$ cat src/rtl/rtmc_spi_master.sv
// rtmc_spi_master: SPI mode-0 initiator issuing one chip-select frame per valid/ready handshake.
module rtmc_spi_master #(
    parameter int CLK_DIV    = 4,
    parameter int FRAME_BITS = 16
) (
    input  logic                  clk,
    input  logic                  rst,
    input  logic                  cmd_valid,
    output logic                  cmd_ready,
    input  logic [FRAME_BITS-1:0] cmd_data,
    output logic                  rx_valid,
    output logic [FRAME_BITS-1:0] rx_data,
    output logic                  busy,
    output logic                  sclk,
    output logic                  cs,
    output logic                  mosi,
    input  logic                  miso
);
    localparam int DW = CLK_DIV > 1 ? $clog2(CLK_DIV) : 1;
    localparam int BW = FRAME_BITS > 1 ? $clog2(FRAME_BITS) : 1;
    localparam logic [DW-1:0] DIV_LAST = DW'(CLK_DIV - 1);
    localparam logic [BW-1:0] BIT_LAST = BW'(FRAME_BITS - 1);

    typedef enum logic [2:0] {IDLE, SETUP, HIGH, LOW, HOLD, GAP} state_t;

    state_t                r_state, w_state_n;
    logic [DW-1:0]         r_div, w_div_n;
    logic [BW-1:0]         r_bit, w_bit_n;
    logic [FRAME_BITS-1:0] r_tx, w_tx_n, r_rx, w_rx_n, r_rx_data, w_rx_data_n;
    logic                  r_sclk, w_sclk_n, r_cs, w_cs_n, r_mosi, w_mosi_n;
    logic                  r_rx_valid, w_rx_valid_n, r_ready, r_busy;
    logic                  w_div_done;

    assign w_div_done = r_div == DIV_LAST;

    always_comb begin
        w_state_n    = r_state;
        w_div_n      = w_div_done ? '0 : r_div + 1'b1;
        w_bit_n      = r_bit;
        w_tx_n       = r_tx;
        w_rx_n       = r_rx;
        w_rx_data_n  = r_rx_data;
        w_sclk_n     = r_sclk;
        w_cs_n       = r_cs;
        w_mosi_n     = r_mosi;
        w_rx_valid_n = 1'b0;
        case (r_state)
            IDLE: begin
                w_div_n = '0;
                if (cmd_valid && r_ready) begin
                    w_tx_n    = cmd_data << 1;
                    w_mosi_n  = cmd_data[FRAME_BITS-1];
                    w_cs_n    = 1'b0;
                    w_bit_n   = '0;
                    w_state_n = SETUP;
                end
            end
            SETUP, LOW: begin
                if (w_div_done) begin
                    w_sclk_n  = 1'b1;
                    w_state_n = HIGH;
                end
            end
            HIGH: begin
                if (w_div_done) begin
                    // miso is sampled at the end of the high phase, just before the falling edge
                    w_rx_n    = FRAME_BITS'({r_rx, miso});
                    w_sclk_n  = 1'b0;
                    w_state_n = r_bit == BIT_LAST ? HOLD : LOW;
                    if (r_bit != BIT_LAST) begin
                        w_mosi_n = r_tx[FRAME_BITS-1];
                        w_tx_n   = r_tx << 1;
                        w_bit_n  = r_bit + 1'b1;
                    end
                end
            end
            HOLD: begin
                if (w_div_done) begin
                    w_cs_n       = 1'b1;
                    w_rx_data_n  = r_rx;
                    w_rx_valid_n = 1'b1;
                    w_state_n    = GAP;
                end
            end
            GAP: w_state_n = w_div_done ? IDLE : GAP;
            default: w_state_n = IDLE;
        endcase
    end

    always_ff @(posedge clk or posedge rst) begin
        if (rst) begin
            r_state    <= IDLE;
            r_div      <= '0;
            r_bit      <= '0;
            r_tx       <= '0;
            r_rx       <= '0;
            r_rx_data  <= '0;
            r_sclk     <= 1'b0;
            r_cs       <= 1'b1;
            r_mosi     <= 1'b0;
            r_rx_valid <= 1'b0;
            r_ready    <= 1'b1;
            r_busy     <= 1'b0;
        end else begin
            r_state    <= w_state_n;
            r_div      <= w_div_n;
            r_bit      <= w_bit_n;
            r_tx       <= w_tx_n;
            r_rx       <= w_rx_n;
            r_rx_data  <= w_rx_data_n;
            r_sclk     <= w_sclk_n;
            r_cs       <= w_cs_n;
            r_mosi     <= w_mosi_n;
            r_rx_valid <= w_rx_valid_n;
            r_ready    <= w_state_n == IDLE;
            r_busy     <= w_state_n != IDLE;
        end
    end

    assign cmd_ready = r_ready;
    assign busy      = r_busy;
    assign rx_valid  = r_rx_valid;
    assign rx_data   = r_rx_data;
    assign sclk      = r_sclk;
    assign cs        = r_cs;
    assign mosi      = r_mosi;
endmodule

$ cat config.mk
export PLATFORM = sky130hd
export DESIGN_NAME = rtmc_spi_master
export DESIGN_NICKNAME = d
export VERILOG_FILES = /design/src/rtl/rtmc_spi_master.sv
export SDC_FILE = /design/constraint.sdc
export NUM_CORES = 1
export LEC_CHECK = 0
export CAP_MARGIN = 20
export CORE_ASPECT_RATIO = 1.75
export CORE_MARGIN = 1.5
export CORE_UTILIZATION = 25
export DETAILED_ROUTE_END_ITERATION = 7
export SYNTH_ARGS = -nofsm -noshare
export SYNTH_HDL_FRONTEND = slang
export SYNTH_SLANG_ARGS = --single-unit
$ cat constraint.sdc
create_clock -name clk -period 4.5 [get_ports clk]
set_input_delay 1.35 -clock clk [delete_from_list [all_inputs] [get_ports clk]]
set_output_delay 1.35 -clock clk [all_outputs]
set_load 0.005 [all_outputs]
==> flow_summary.json <==
{
  "syn_nets": 210,
  "die-width_um": 82.5,
  "pwr-share-seq_pct": 43.4,
  "syn_to_final_growth_pct": 30.0,
  "dr.pass1.iters": 2,
  "slew_violations": 0,
  "antenna_found_initial": 0,
  "fin_setup_tns_ps": 0,
  "setup_viol": 0,
  "grt_max_degree": 45,
  "reg2regPathDepth": 4,
  "portBuffers": 41,
  "synth_seq_cells": 62,
  "worst_pin_slew_ps": 967,
  "drt_first_iter_violations": 39,
  "cp.depth": 4,
  "worstPathBufferInverterCount": 1,
  "seq_area_frac_synth_pct": 56.2,
  "synthFlopType": "dfrtp_1",
  "ant_nets": 0,
  "setup_slack_ps": 1710,
  "num_rows": 50,
  "fin_crit_sh_pct": 62.1,
  "drv_cap": 0,
  "setup.worst_path.end": "r_tx[14]",
  "drc": 0,
  "slowest_stage": "o22ai_4",
  "power_density_nw_per_um2": 365,
  "grt_pass1_wl_mm": 8.91,
  "hold_path_class": "reg -> reg",
  "slowest_delay_ps": 600,
  "slew_headroom_pct": 35.3,
  "timing.final.crit_period_ps": 2790,
  "crit_family": "compound AO/OA/AOI/OAI gates",
  "crit_start": "cmd_valid",
  "dp_slack_ps": 1370,
  "leakage_uw": 0.00161,
  "grt_pass1_vias": 1858,
  "synth.distinct_cells": 42,
  "finClkSkew_ps": 5.83,
  "arrival_ps": 3000,
  "end_kind": "flop",
  "clkPwrFrac_pct": 53.1,
  "ios": 42,
  "via_per_inst": 4.52,
  "initial_utilization_pct": 25.7,
  "clock_latency_ps": 330,
  "combPwrFrac_pct": 3.5,
  "cts.sinks": 62,
  "die-area_um2": 11700,
  "reg2reg_from": "r_div[0]",
  "diodes": 0,
  "finalHoldViolCount": 0,
  "htree_levels": 3,
  "multiInputGateArea_um2": 1110,
  "grt_use_total_pct": 10.4,
  "p_switching_uw": 265,
  "drive_above_1_share_pct": 38.7,
  "synth_edf_count": 0,
  "peakVddDrop_mv": 0.188,
  "synth_cells": 187,
  "crit_type": "in -> reg",
  "worstPathMaxFanout": 18,
  "holdBufCountCts": 0,
  "p_int_uw": 1050,
  "seqCellArea_um2": 1550,
  "wire_per_inst_um": 14.7,
  "cp_cell_sequence": "clkdlybuf4s50_1 -> nand2_1 -> o22ai_4 -> mux2_2",
  "wirelength_mm": 5.40,
  "gp_congestion": 0.715,
  "avgSynthCellArea_um2": 14.8,
  "syn-cell-area_um2": 2770,
  "setup.worst_path.start_class": "primary input",
  "cts-buffers-inserted": 9,
  "fin_nets": 257,
  "rsz0062_at_grt": "no",
  "cts_setup_buffers": 0,
  "fmax_ghz": 0.358,
  "core_area_um2": 10800,
  "status": "finished clean",
  "swShare_pct": 20.1,
  "yosysWarnings": 0,
  "ctsLongestPathBuffers": 2,
  "fp.dieH_um": 142,
  "num_vias": 1663,
  "clk_pin_slew_worst_paths_ps": 50,
  "postSynth.asyncResetShare_pct": 100,
  "nFillCells": 1107,
  "dp_hpwl_mm": 3.51,
  "root_buffer": "clkbuf_16",
  "rrSetupSlack_ps": 2370,
  "regToRegEndpoint": "r_tx[14]",
  "grt-ovfl-total": 0,
  "cts_tree": "yes",
  "required_ps": 4710,
  "cts_resized": 0
}
==> synthesized netlist by cell type, drive strengths merged, types with 2 or more instances <==
cell,number,share of area [%]
mux2,62,26
dfrtp,60,54
buf,9,3.3
nand2,8,1.4
nand3,5,0.90
inv,4,0.54
a21o,3,0.86
ha,3,1.4
nor3,3,0.95
o22ai,3,1.2
a21oi,2,0.36
and3,2,0.50
dfstp,2,1.9
nand2b,2,0.45
nand4bb,2,1.0
o21ai,2,0.36
or3,2,0.63
==> per-layer routing <==
metal / GRT usage (%) / share of wire [%] / up-vias
met5: 0 / 0 / -
met1: 10.7 / 41 / 852
met2: 17.6 / 52 / 33
met4: 5.53 / 2.5 / 0
li1: - / - / 764
met3: 4.23 / 4.7 / 14
==> worst min path at each step <==
stage,to,depth (start not counted),slack [ps],startpoint
after global placement,r_div[0],1,460,r_div[0]
after floorplan,r_div[0],1,440,r_div[0]
after detailed placement,r_div[0],1,470,r_div[0]
after global routing,r_rx[15],1,520,r_rx[15]
final,rx_data[1],1,500,rx_data[1]
after CTS,r_div[0],1,500,r_div[0]
==> cells by family (layout without fill, tap and decap cells) <==
group	Yosys count	in the layout	synth area share, %
muxes	63	63	26.5
DFF	62	62	56.2
and+or+nand+nor	28	28	6.92
AOI/OAI and AO/OA	17	17	4.89
buffers and inverters	13	64	3.80
adders and majority gates	3	3	1.36
xor gates and xnor gates	1	1	0.317
==> metrics by stage <==
step                      cell area [um2]  utilization (%)  power, uW  cells  hold WS (ps)
after floorplan                      2770                -        599    187           443
after global placement               3280             30.5        624    352           458
after detailed placement             3280             30.5        625    352           471
after CTS                            3580             33.2       1340    367           497
after global routing                 3600             33.4       1370    368           516
final                                3600             33.4       1310    368           497
==> state kept, by name (all words and copies together) (netlist names) <==
name and flops:
r_rx 16, rx_data 16, r_tx 15, r_bit 4, r_state 3, r_div 2, busy 1, cmd_ready 1
cs 1, mosi 1, rx_valid 1, sclk 1
==> final cells by class <==
| cell class | count | area share, % |
|---|---|---|
| sequential | 62 | 43.2 |
| multi-input combinational | 112 | 30.9 |
| timing repair buffer | 45 | 12.6 |
| clock buffer | 12 | 7.13 |
| tap | 130 | 4.52 |
| clock inverter | 3 | 1.22 |
| inverter | 4 | 0.417 |
==> cell usage in the layout, fill, tap and decap left out, types with 2 or more instances in the layout <==
master           synthesis  final
o21ai_0                  2      2
ha_1                     3      3
nand3_1                  5      5
dfstp_2                  2      2
nor3_1                   2      2
mux2_4                   7      7
o22ai_1                  2      2
buf_4                    2      3
clkbuf_16                0      9
a21o_1                   2      2
clkdlybuf4s50_1          0     41
a21oi_1                  2      2
mux2_2                  53     53
inv_1                    4      3
mux2_1                   2      2
nand2_1                  7      7
dfrtp_1                 60     60
clkbuf_8                 0      2
nand2b_1                 2      2
==> power groups by stage <==
stage | Combinational, uW | Sequential (uW) | Clock (uW)
4_1_cts | 46.0 | 570 | 720
2_1_floorplan | 21.3 | 578 | 0
5_1_grt | 51.6 | 571 | 748
6_report | 46.3 | 570 | 698
3_5_place_dp | 45.6 | 580 | 0
3_3_place_gp | 44.9 | 579 | 0
(Power assumes the default switching activity.)
==> RTL change: new RTL, same settings <==
Reset style: synchronous (`rst`), changed in one clocked block.
--- a/src/rtl/rtmc_spi_master.sv
+++ b/src/rtl/rtmc_spi_master.sv
@@ -87,7 +87,7 @@
         endcase
     end
 
-    always_ff @(posedge clk or posedge rst) begin
+    always_ff @(posedge clk) begin
         if (rst) begin
             r_state    <= IDLE;
             r_div      <= '0;
Check against the original RTL: differs if rst is asserted again (counterexample within 4 cycles, from zero or initial values and one cycle with rst high); with rst held inactive, the same outputs for 10 cycles.
==> RTL change against the original RTL <==
Clock skew shrank 0.0017 ns; core utilization decreased by 1.2 points; synthesized area down 1.8%; routed wire length rose by 18%; maximum frequency up 6.6%; sequential cell count is the same; worst hold slack lost 0.046 ns; via count up 35%; count of clock-buffer cells in the layout grew 2; die area down 1.7%; design area fell by 4.7%; setup slack better by 0.17 ns; critical path type unchanged; critical endpoint is now r_tx[6]; largest cell class is now multi-input gates.
Power is not compared: it rests on default switching activity, and its combinational part moved more than twofold at a synthesized area within 25%.
==> RTL change: results (changes against the original RTL) <==
| Metric | Value |
|---|---|
| Global routing usage on met3 | 2.20% (-2.0 points) |
| First drt pass iteration count | 4 (+2) |
| Register-to-register setup slack | 2.48 ns (+0.11 ns) |
| Count of distinct cell types in the synthesized netlist | 43 (+2.4%) |
| Per-cell routed wire length | 14.0 um (-4.6%) |
| Arrival time of the worst setup path | 2.87 ns (-0.13 ns) |
| Detailed router's first-iteration violation count | 144 (+270%) |
| Number of cells in the design after placement | 440 (+25%) |
| Run status | finished clean |
| Dominant cells by area after synthesis | sky130_fd_sc_hd__dfxtp_1, sky130_fd_sc_hd__nand2_1, sky130_fd_sc_hd__a21oi_1, sky130_fd_sc_hd__mux2i_1, sky130_fd_sc_hd__a221oi_1 |
| Setup slack after placement | 1.54 ns (+0.174 ns) |
| Commonest cells post-synth | sky130_fd_sc_hd__nand2_1, sky130_fd_sc_hd__dfxtp_1, sky130_fd_sc_hd__a21oi_1 |
| HPWL after detailed placement | 4230 um (+20%) |
| Capture endpoint of the worst hold path | rx_data[12] |
| Footprint of the multi-input gates | 1310 sq um (+18%) |
| Worst hold slack after final layout | 0.451 ns (-0.0462 ns) |
| Global-route met2 utilization | 19.7% (+2.1 points) |
| First-pass GRT wire length | 10100 um (+14%) |
| Min-Delay Path Depth | 2 (+1) |
| Start point of the worst hold path | rx_data[12] |
| Share of synthesized area occupied by flip-flops and latches | 45.7% (-11 points) |
| Vias in the first global route | 2125 (+14%) |
| End of the worst register-to-register path | r_tx[11] |
| WL met3 | 213 um (-15%) |
| Post-cts resize count | 0 (unchanged) |
| R2R Path Start | r_div[0] |
| Post-route minimum period | 2.62 ns (-0.173 ns) |
| Post-synth ARST share | 0% (-100 points) |
| Vias per inst | 4.92 (+8.9%) |
| Worst slew slack as a fraction of its limit | 48.2% (+13 points) |
| Delay of the slowest cell on the worst path | 0.55 ns (-0.05 ns) |
| Net count after synthesis | 319 (+52%) |
| Tot GR Track Use | 11.6% (+1.2 points) |
| Number of standard cells after synthesis | 296 (+58%) |
| Routed length on met2 | 3410 um (+21%) |
| Slowest-stage cell, CP | sky130_fd_sc_hd__and2_1 |
| Number of inserted filler cells in the final layout | 1133 (+2.3%) |
| Overall power after layout | 0.00132 W |
| Instance area at placement | 3140 sq um (-4.2%) |
==> RTL change: changes by cell type in the layout (fill, tap and decap cells not counted), sizes merged, moves of 3 or more <==
cell	delta
and4bb	+3
dfxtp	+62
a211oi	+16
a221oi	+15
dfrtp	-60
nor2	+3
mux2i	+14
a21oi	+38
nand2	+61
mux2	-62
==> RTL change: final cells by class <==
type | instances | share of cell area, %
clock buffers | 14 | 7.70
well taps | 130 | 4.74
inverters | 2 | 0.219
repair buffers | 44 | 12.8
flip-flops and latches | 62 | 36.2
clock inverters | 1 | 0.146
multi-input cells | 203 | 38.2
==> RTL change: kinds of logic (layout without fill, tap and decap cells) <==
group	Yosys count	count (layout)	synth area share [%]
simple gates	99	99	18.1
compound gates	85	85	22.6
flops	62	62	45.7
buf+inv	31	61	6.40
mux	15	15	5.52
fa+ha+maj	3	3	1.38
xor+xnor	1	1	0.322
